File: src/rtl/irq_ctrl_pkg.sv
// Shared definitions for the 8-source interrupt controller: FSM states,
// source/ID sizing and the ID-to-one-hot helper.
package irq_ctrl_pkg;

  localparam int NUM_SRC = 8;
  localparam int ID_W    = 3;

  typedef enum logic [1:0] {
    ST_IDLE    = 2'd0,
    ST_REQ     = 2'd1,
    ST_SERVICE = 2'd2
  } state_t;

  function automatic logic [NUM_SRC-1:0] id2onehot(input logic [ID_W-1:0] id);
    return NUM_SRC'(1) << id;
  endfunction

endpackage

File: src/rtl/irq_ctrl8_prio_enc8.sv
// Combinational 8-to-3 priority encoder; the highest set index wins and
// valid flags that any request bit is set.
module prio_enc8
  import irq_ctrl_pkg::*;
(
  input  logic [NUM_SRC-1:0] req,
  output logic               valid,
  output logic [ID_W-1:0]    idx
);

  always_comb begin
    valid = |req;
    idx   = '0;
    // Ascending scan so the last (highest) set bit overwrites lower ones.
    for (int i = 0; i < NUM_SRC; i++) begin
      if (req[i]) idx = ID_W'(i);
    end
  end

endmodule

File: src/rtl/irq_ctrl8.sv
// Eight-source edge-triggered interrupt controller with mask register,
// fixed highest-index priority and an IDLE/REQ/SERVICE handshake FSM.
module irq_ctrl8
  import irq_ctrl_pkg::*;
(
  input  logic                clk,
  input  logic                reset_n,
  input  logic [NUM_SRC-1:0]  irq,
  input  logic                mask_we,
  input  logic [NUM_SRC-1:0]  mask_wdata,
  input  logic                int_ack,
  input  logic                eoi,
  output logic                int_req,
  output logic [ID_W-1:0]     int_id,
  output logic [NUM_SRC-1:0]  pending,
  output logic [NUM_SRC-1:0]  in_service,
  output logic [NUM_SRC-1:0]  mask
);

  state_t               state_q, state_d;
  logic [NUM_SRC-1:0]   irq_q;
  logic [NUM_SRC-1:0]   pending_q;
  logic [NUM_SRC-1:0]   in_service_q;
  logic [NUM_SRC-1:0]   mask_q;
  logic [ID_W-1:0]      int_id_q;

  logic [NUM_SRC-1:0]   rise;
  logic [NUM_SRC-1:0]   eligible;
  logic [NUM_SRC-1:0]   mask_eff;
  logic [NUM_SRC-1:0]   pend_clr;
  logic                 sel_vld;
  logic [ID_W-1:0]      sel_idx;
  logic                 ld_id;
  logic                 ack_fire;
  logic                 eoi_fire;

  assign rise     = irq & ~irq_q;
  assign eligible = pending_q & ~mask_q;
  // Mask as it will be after this edge, so a write cancels REQ immediately.
  assign mask_eff = mask_we ? mask_wdata : mask_q;
  assign pend_clr = ack_fire ? id2onehot(int_id_q) : '0;

  prio_enc8 u_prio (
    .req   (eligible),
    .valid (sel_vld),
    .idx   (sel_idx)
  );

  always_comb begin
    state_d  = state_q;
    ld_id    = 1'b0;
    ack_fire = 1'b0;
    eoi_fire = 1'b0;
    case (state_q)
      ST_IDLE: begin
        if (sel_vld) begin
          state_d = ST_REQ;
          ld_id   = 1'b1;
        end
      end
      ST_REQ: begin
        if (int_ack) begin
          state_d  = ST_SERVICE;
          ack_fire = 1'b1;
        end else if (mask_eff[int_id_q]) begin
          state_d = ST_IDLE;
        end
      end
      ST_SERVICE: begin
        if (eoi) begin
          state_d  = ST_IDLE;
          eoi_fire = 1'b1;
        end
      end
      default: state_d = ST_IDLE;
    endcase
  end

  always_ff @(posedge clk or negedge reset_n) begin
    if (!reset_n) state_q <= ST_IDLE;
    else          state_q <= state_d;
  end

  always_ff @(posedge clk or negedge reset_n) begin
    if (!reset_n) begin
      irq_q        <= '0;
      pending_q    <= '0;
      in_service_q <= '0;
      mask_q       <= '1;
      int_id_q     <= '0;
    end else begin
      irq_q <= irq;
      if (mask_we) mask_q <= mask_wdata;
      // A new edge is OR-ed in after the clear, so a simultaneous set wins.
      pending_q <= (pending_q & ~pend_clr) | rise;
      if (ld_id) int_id_q <= sel_idx;
      if (ack_fire)      in_service_q <= id2onehot(int_id_q);
      else if (eoi_fire) in_service_q <= '0;
    end
  end

  assign int_req    = (state_q == ST_REQ);
  assign int_id     = int_id_q;
  assign pending    = pending_q;
  assign in_service = in_service_q;
  assign mask       = mask_q;

endmodule

File: config.mk
export PLATFORM = sky130hd
export DESIGN_NAME = irq_ctrl8
export DESIGN_NICKNAME = d
export VERILOG_FILES = /design/src/rtl/irq_ctrl_pkg.sv /design/src/rtl/irq_ctrl8_prio_enc8.sv /design/src/rtl/irq_ctrl8.sv
export SDC_FILE = /design/constraint.sdc
export NUM_CORES = 1
export LEC_CHECK = 0
export BUFFER_PORTS_ARGS = -buffer_cell sky130_fd_sc_hd__buf_2
export CAP_MARGIN = 15
export CORE_MARGIN = 2
export CORE_UTILIZATION = 35
export CTS_CLUSTER_DIAMETER = 150
export DETAILED_ROUTE_END_ITERATION = 8
export PLACE_DENSITY = 0.55
export SYNTH_ARGS = -nofsm -noshare
export SYNTH_HDL_FRONTEND = slang
export SYNTH_SLANG_ARGS = --single-unit
File: constraint.sdc
create_clock -name clk -period 1.9 [get_ports clk]
set_input_delay 0.19 -clock clk [delete_from_list [all_inputs] [get_ports clk]]
set_output_delay 0.19 -clock clk [all_outputs]
set_load 0.01 [all_outputs]
==> results of run 1 <==
-- where the power goes --
part / internal, W / switching [W]
Sequential: 0.000978 / 0.000178
Clock: 0.000296 / 0.000264
Combinational: 0.000373 / 0.000454
-- routing by layer --
layer	part of all wire (%)	global-route usage (%)	up-vias
met5	0	0	-
met4	1.8	6.92	0
met3	6.7	4.70	7
met2	47	25.4	46
met1	44	19.6	557
li1	-	-	568
-- worst paths after layout --
kind | startpoint | to | slack [ps]
worst min register to register | irq_q[6] | pending[6] | 420
max in group asynchronous | reset_n | in_service[5] | 1390
worst max register to register | mask[6] | int_id[0] | 100
min in group clk | irq[6] | irq_q[6] | 20
worst min-delay path | reset_n | irq_q[0] | -9
worst max-delay path | mask[6] | int_id[0] | 100
-- cell usage after synthesis, drive strengths merged, types with 3 or more instances --
cell / number / share of area [%]
nor2b: 5 / 2.5
nor2: 8 / 2.1
mux2: 9 / 6.4
nand2: 30 / 7.2
dfstp: 8 / 13
inv: 15 / 3.6
mux2i: 3 / 1.9
a22o: 5 / 2.9
nand2b: 3 / 1.2
o21ai: 7 / 2.2
dfrtp: 29 / 46
-- layout make-up --
type | count | area, µm²
fill | 440 | 2400
sequential | 37 | 936
multi-input combinational | 86 | 568
timing repair buffer | 48 | 240
clock buffer | 8 | 90.1
tap | 52 | 65.1
inverter | 15 | 56.3
-- cells by family (layout without fill, tap and decap cells) --
logic type | count (synthesis) | after routing | share of synthesized area [%]
and+or+nand+nor | 52 | 52 | 16.2
DFF | 37 | 37 | 59.5
AOI/OAI and AO/OA | 22 | 22 | 11.6
buffers and inverters | 18 | 71 | 4.38
muxes | 12 | 12 | 8.35
-- flip-flops by register name (all words and copies together) (netlist names) --
| name | cells |
|---|---|
| state_q | 2 |
| pending | 8 |
| in_service | 8 |
| int_id | 3 |
| mask | 8 |
| irq_q | 8 |
-- stage by stage --
step | power [W] | cells | utilization (%)
2_1_floorplan | 0.00168 | 141 | -
4_1_cts | 0.00258 | 246 | 44.9
3_3_place_gp | 0.00199 | 238 | 42.8
3_5_place_dp | 0.00201 | 238 | 42.8
6_report | 0.00254 | 246 | 44.9
5_1_grt | 0.00274 | 246 | 44.9
==> results.sh, run 1 <==
export IMPL_status="finished with violations"
export IMPL_violations="negative hold slack"
export IMPL_synthCells=141
export IMPL_cp_max_fo=4
export IMPL_cp_data_arrival_time_ps=1970
export IMPL_synth_edf_count=0
export IMPL_cp_num_buf_inv=0
export IMPL_die_h_um=71.0
export IMPL_antenna_cells=0
export IMPL_crit_chain="nor2b_4 -> a21oi_4 -> nand3b_4 -> o41ai_4 -> mux2_1"
export IMPL_tightest_slew_ps=805
export IMPL_drc=0
export IMPL_period_share_pct=94.7
export IMPL_post_cts_buffers=0
export IMPL_fin_nets=214
export IMPL_worstSetupEndpointType="register"
export IMPL_cts_root_buf="clkbuf_8"
export IMPL_critPathKind="register to register"
export IMPL_via_per_inst=4.79
export IMPL_grt_pass1_vias=1302
export IMPL_clkTransAtPathRegs_ps=70
export IMPL_grt_pass1_wl_um=6140
export IMPL_crit_family="compound AO/OA/AOI/OAI gates"
export IMPL_ant_nets=0
export IMPL_finalSetupViolations=0
export IMPL_start_kind="register"
export IMPL_gp_congestion=0.967
export IMPL_area_delta_synth_final_pct=24.3
export IMPL_period_needed_ps=1800
export IMPL_pre_cts_slack_ps=109
export IMPL_finalHoldViolCount=11
export IMPL_dieArea_um2=5050
export IMPL_cts_sinks=37
export IMPL_clock_skew_ps=9.90
export IMPL_hold_path_class="input pin to async pin"
export IMPL_cts_tree="done"
export IMPL_syn_avg_cell_area_um2=11.2
export IMPL_dp_hpwl_um=2700
export IMPL_p_per_area_nw_per_um2=1300
export IMPL_slew_headroom_pct=46.4
export IMPL_yosys_cell_types_count=31
export IMPL_ctsHoldBuffers=0
export IMPL_synthArstFlopShare_pct=100
export IMPL_grt_max_degree=38
export IMPL_fin_setup_tns_ps=0
export IMPL_io_pins=49
export IMPL_ir_drop_v=0.000654
export IMPL_maxSlewViolCount=0
export IMPL_die_w_um=71.0
export IMPL_initial_core_util_pct=36.1
export IMPL_clock_path_buffers=2
export IMPL_fmax_ghz=0.556
export IMPL_drt_wl_total_um=3530
export IMPL_htreeDepth=2
export IMPL_insertion_delay_ps=280
export IMPL_dpl_cell_area_um2=1870
export IMPL_rsz0062_at_grt="no"
export IMPL_syn_area_um2=1570
export IMPL_antenna_found_initial=0
export IMPL_setup_ws_ps=99.8
export IMPL_synth_seq_area_share_pct=59.5
export IMPL_drv_cap=0
export IMPL_fp_row_count=24
export IMPL_routedWlPerCell_um=14.3
export IMPL_whs_ps=-9.34
export IMPL_io_buffers=48
export IMPL_synth_seq_cells=37
export IMPL_core_area_um2=4350
export IMPL_max_stage_delay_ps=570
export IMPL_grt_ovfl_total=0
export IMPL_drive_gt1_share_pct=39.2
export IMPL_reg2regPathDepth=5
export IMPL_postCtsResizedCells=0
export IMPL_cts_buffers=5
export IMPL_dr_pass1_iters=4
export IMPL_mostFrequentLayoutCells="buf_2 (48), nand2_1 (30), dfrtp_1 (29), inv_1 (15), dfstp_2 (8)"
export IMPL_drt_iter0_drc=74
export IMPL_final_common_cell="buf_2"
export IMPL_mappedNetlistNets=162
export IMPL_grt_usage_pct=15.8
export IMPL_via_count=1178
export IMPL_leakage_nw=1.03
export IMPL_worst_path_stages=5
export IMPL_synth_main_ff_cell="dfrtp_1"
export IMPL_crit_slowest_cell="dfstp_2"
export IMPL_finish_instance_area_um2=1960
export IMPL_critical_path_required_ps=2070
export IMPL_ys_warn_count=0
Note: power is estimated with default switching activity, not from simulation.
==> run 2, diff against run 1 <==
--- a/config.mk
+++ b/config.mk
@@ -5,13 +5,14 @@
 export SDC_FILE = /design/constraint.sdc
 export NUM_CORES = 1
 export LEC_CHECK = 0
-export BUFFER_PORTS_ARGS = -buffer_cell sky130_fd_sc_hd__buf_2
+export BUFFER_PORTS_ARGS = -buffer_cell sky130_fd_sc_hd__buf_4
 export CAP_MARGIN = 15
+export CORE_ASPECT_RATIO = 1.2
 export CORE_MARGIN = 2
-export CORE_UTILIZATION = 35
+export CORE_UTILIZATION = 50
 export CTS_CLUSTER_DIAMETER = 150
 export DETAILED_ROUTE_END_ITERATION = 8
-export PLACE_DENSITY = 0.55
+export PLACE_DENSITY = 0.75
 export SYNTH_ARGS = -nofsm -noshare
 export SYNTH_HDL_FRONTEND = slang
 export SYNTH_SLANG_ARGS = --single-unit
==> run 2 against run 1 <==
  * Largest cell class unchanged
  * Critical path type unchanged
  * Setup slack improved by 14 ps
  * The run now ends clean
  * Register-to-register slack is essentially flat
  * Clock-buffer cell count unchanged
  * Via count increased by 4.1%
  * Highest routed layer unchanged
==> results.sh, run 2 (synthesis results as in run 1) <==
export IMPL_via_per_inst=5.13
export IMPL_io_pins=49
export IMPL_clock_skew_ps=11.4
export IMPL_insertion_delay_ps=340
export IMPL_grt_pass1_wl_um=5970
export IMPL_ir_drop_v=0.000737
export IMPL_use_met2_pct=38.2
export IMPL_dieArea_um2=3610
export IMPL_clock_path_buffers=2
export IMPL_io_buffers=48
export IMPL_grt_max_degree=38
export IMPL_gp_congestion=0.899
export IMPL_tightest_slew_ps=469
export IMPL_hold_path_class="input pin to register"
export IMPL_dr_pass1_iters=4
export IMPL_drive_gt1_share_pct=37.4
export IMPL_initial_core_util_pct=51.9
export IMPL_drc=0
export IMPL_dp_hpwl_um=2640
export IMPL_mostFrequentLayoutCells="buf_4 (48), nand2_1 (30), dfrtp_1 (29), inv_1 (15), dlygate4sd3_1 (9)"
export IMPL_period_share_pct=94.0
export IMPL_start_kind="register"
export IMPL_grt_pass1_vias=1299
export IMPL_cp_data_arrival_time_ps=2020
export IMPL_leakage_nw=1.10
export IMPL_clkTransAtPathRegs_ps=110
export IMPL_status="completed"
export IMPL_htreeDepth=2
export IMPL_drt_iter0_drc=15
export IMPL_finalSetupViolations=0
export IMPL_grt_usage_pct=21.6
export IMPL_ant_nets=0
export IMPL_critPathKind="register to register"
export IMPL_worstSetupEndpointType="register"
export IMPL_cts_sinks=37
export IMPL_antenna_cells=0
export IMPL_die_h_um=65.4
export IMPL_postCtsResizedCells=0
export IMPL_fmax_ghz=0.560
export IMPL_grt_ovfl_total=0
export IMPL_fill_cells=261
export IMPL_fp_row_count=22
export IMPL_drt_wl_total_um=3580
export IMPL_cts_tree="done"
export IMPL_post_cts_buffers=0
export IMPL_via_count=1226
export IMPL_slew_headroom_pct=68.7
export IMPL_cts_buffers=5
export IMPL_critical_path_required_ps=2130
export IMPL_finalHoldViolCount=0
export IMPL_p_per_area_nw_per_um2=1190
export IMPL_area_delta_synth_final_pct=34.4
export IMPL_rsz0062_at_grt="no"
export IMPL_drv_cap=0
export IMPL_die_w_um=55.2
export IMPL_period_needed_ps=1790
export IMPL_use_met1_pct=24.8
export IMPL_grt_busiest_layer="met2"
export IMPL_final_common_cell="buf_4"
export IMPL_maxSlewViolCount=0
export IMPL_met3_usage_pct=6.10
export IMPL_antenna_found_initial=0
export IMPL_core_area_um2=3030
export IMPL_utilization_pct=69.8
export IMPL_cts_root_buf="clkbuf_4"
export IMPL_fin_setup_tns_ps=0
export IMPL_cp_max_fo=4
export IMPL_fin_nets=223
export IMPL_routedWlPerCell_um=15.0
## run 2: cell count changes in the layout (fill, tap and decap cells not counted), sizes merged
cell	before	now
dlygate4sd3	0	9
## run 2: through the flow
step | instances | hold slack, ps | total power, W | instance area [µm²] | worst slack [ps]
floorplan | 141 | -106 | 0.00168 | 1570 | 156
global placement | 222 | 166 | 0.00207 | 1970 | 153
detailed placement | 222 | 175 | 0.00209 | 1970 | 125
CTS | 239 | 23.0 | 0.00255 | 2110 | 105
global route | 239 | 30.7 | 0.00270 | 2110 | 36.9
finish | 239 | 39.1 | 0.00252 | 2110 | 114
## run 2: worst max-delay path, cell delays in order, from the launching register on
cell and delay [ps]:
dfstp_2 580, nor2b_4 50, a21oi_4 140, nand3b_4 110
o41ai_4 440, mux2_1 360
## run 2: power by group
group / switching (W) / total, W / internal [W]
Sequential: 0.000189 / 0.00117 / 0.000976
Combinational: 0.000452 / 0.000931 / 0.000479
Clock: 0.000244 / 0.000427 / 0.000183
## run 2: final timing paths
| check | end | cells after the start | from | slack (ps) |
|---|---|---|---|---|
| max in group asynchronous | mask[7] | 2 | reset_n | 1200 |
| worst max-delay path | int_id[1] | 5 | mask[6] | 110 |
| worst min-delay path | state_q[1] | 2 | eoi | 40 |
| min in group asynchronous | irq_q[1] | 2 | reset_n | 340 |
| worst min register to register | pending[5] | 1 | irq_q[5] | 420 |
| worst max register to register | int_id[1] | 5 | mask[6] | 110 |
## run 2: per-layer routing
layer	vias up	share of wire, %
met5	-	0
met4	0	1.6
met3	6	4.6
met2	31	53
met1	602	41
li1	587	-
## run 2: timing repair
action	4_1_cts	5_1_grt
hold buffers	9	0
endpoints found under the setup margin	0	0
hold endpoints to repair	37	0
## run 2: final cells by class
type / instances / area (µm²) / area share [%]
Multi-Input combinational cell: 86 / 568 / 26.9
Timing Repair Buffer: 57 / 450 / 21.3
Inverter: 15 / 56.3 / 2.66
Tap cell: 36 / 45.0 / 2.13
Sequential cell: 37 / 936 / 44.3
Clock buffer: 8 / 58.8 / 2.78
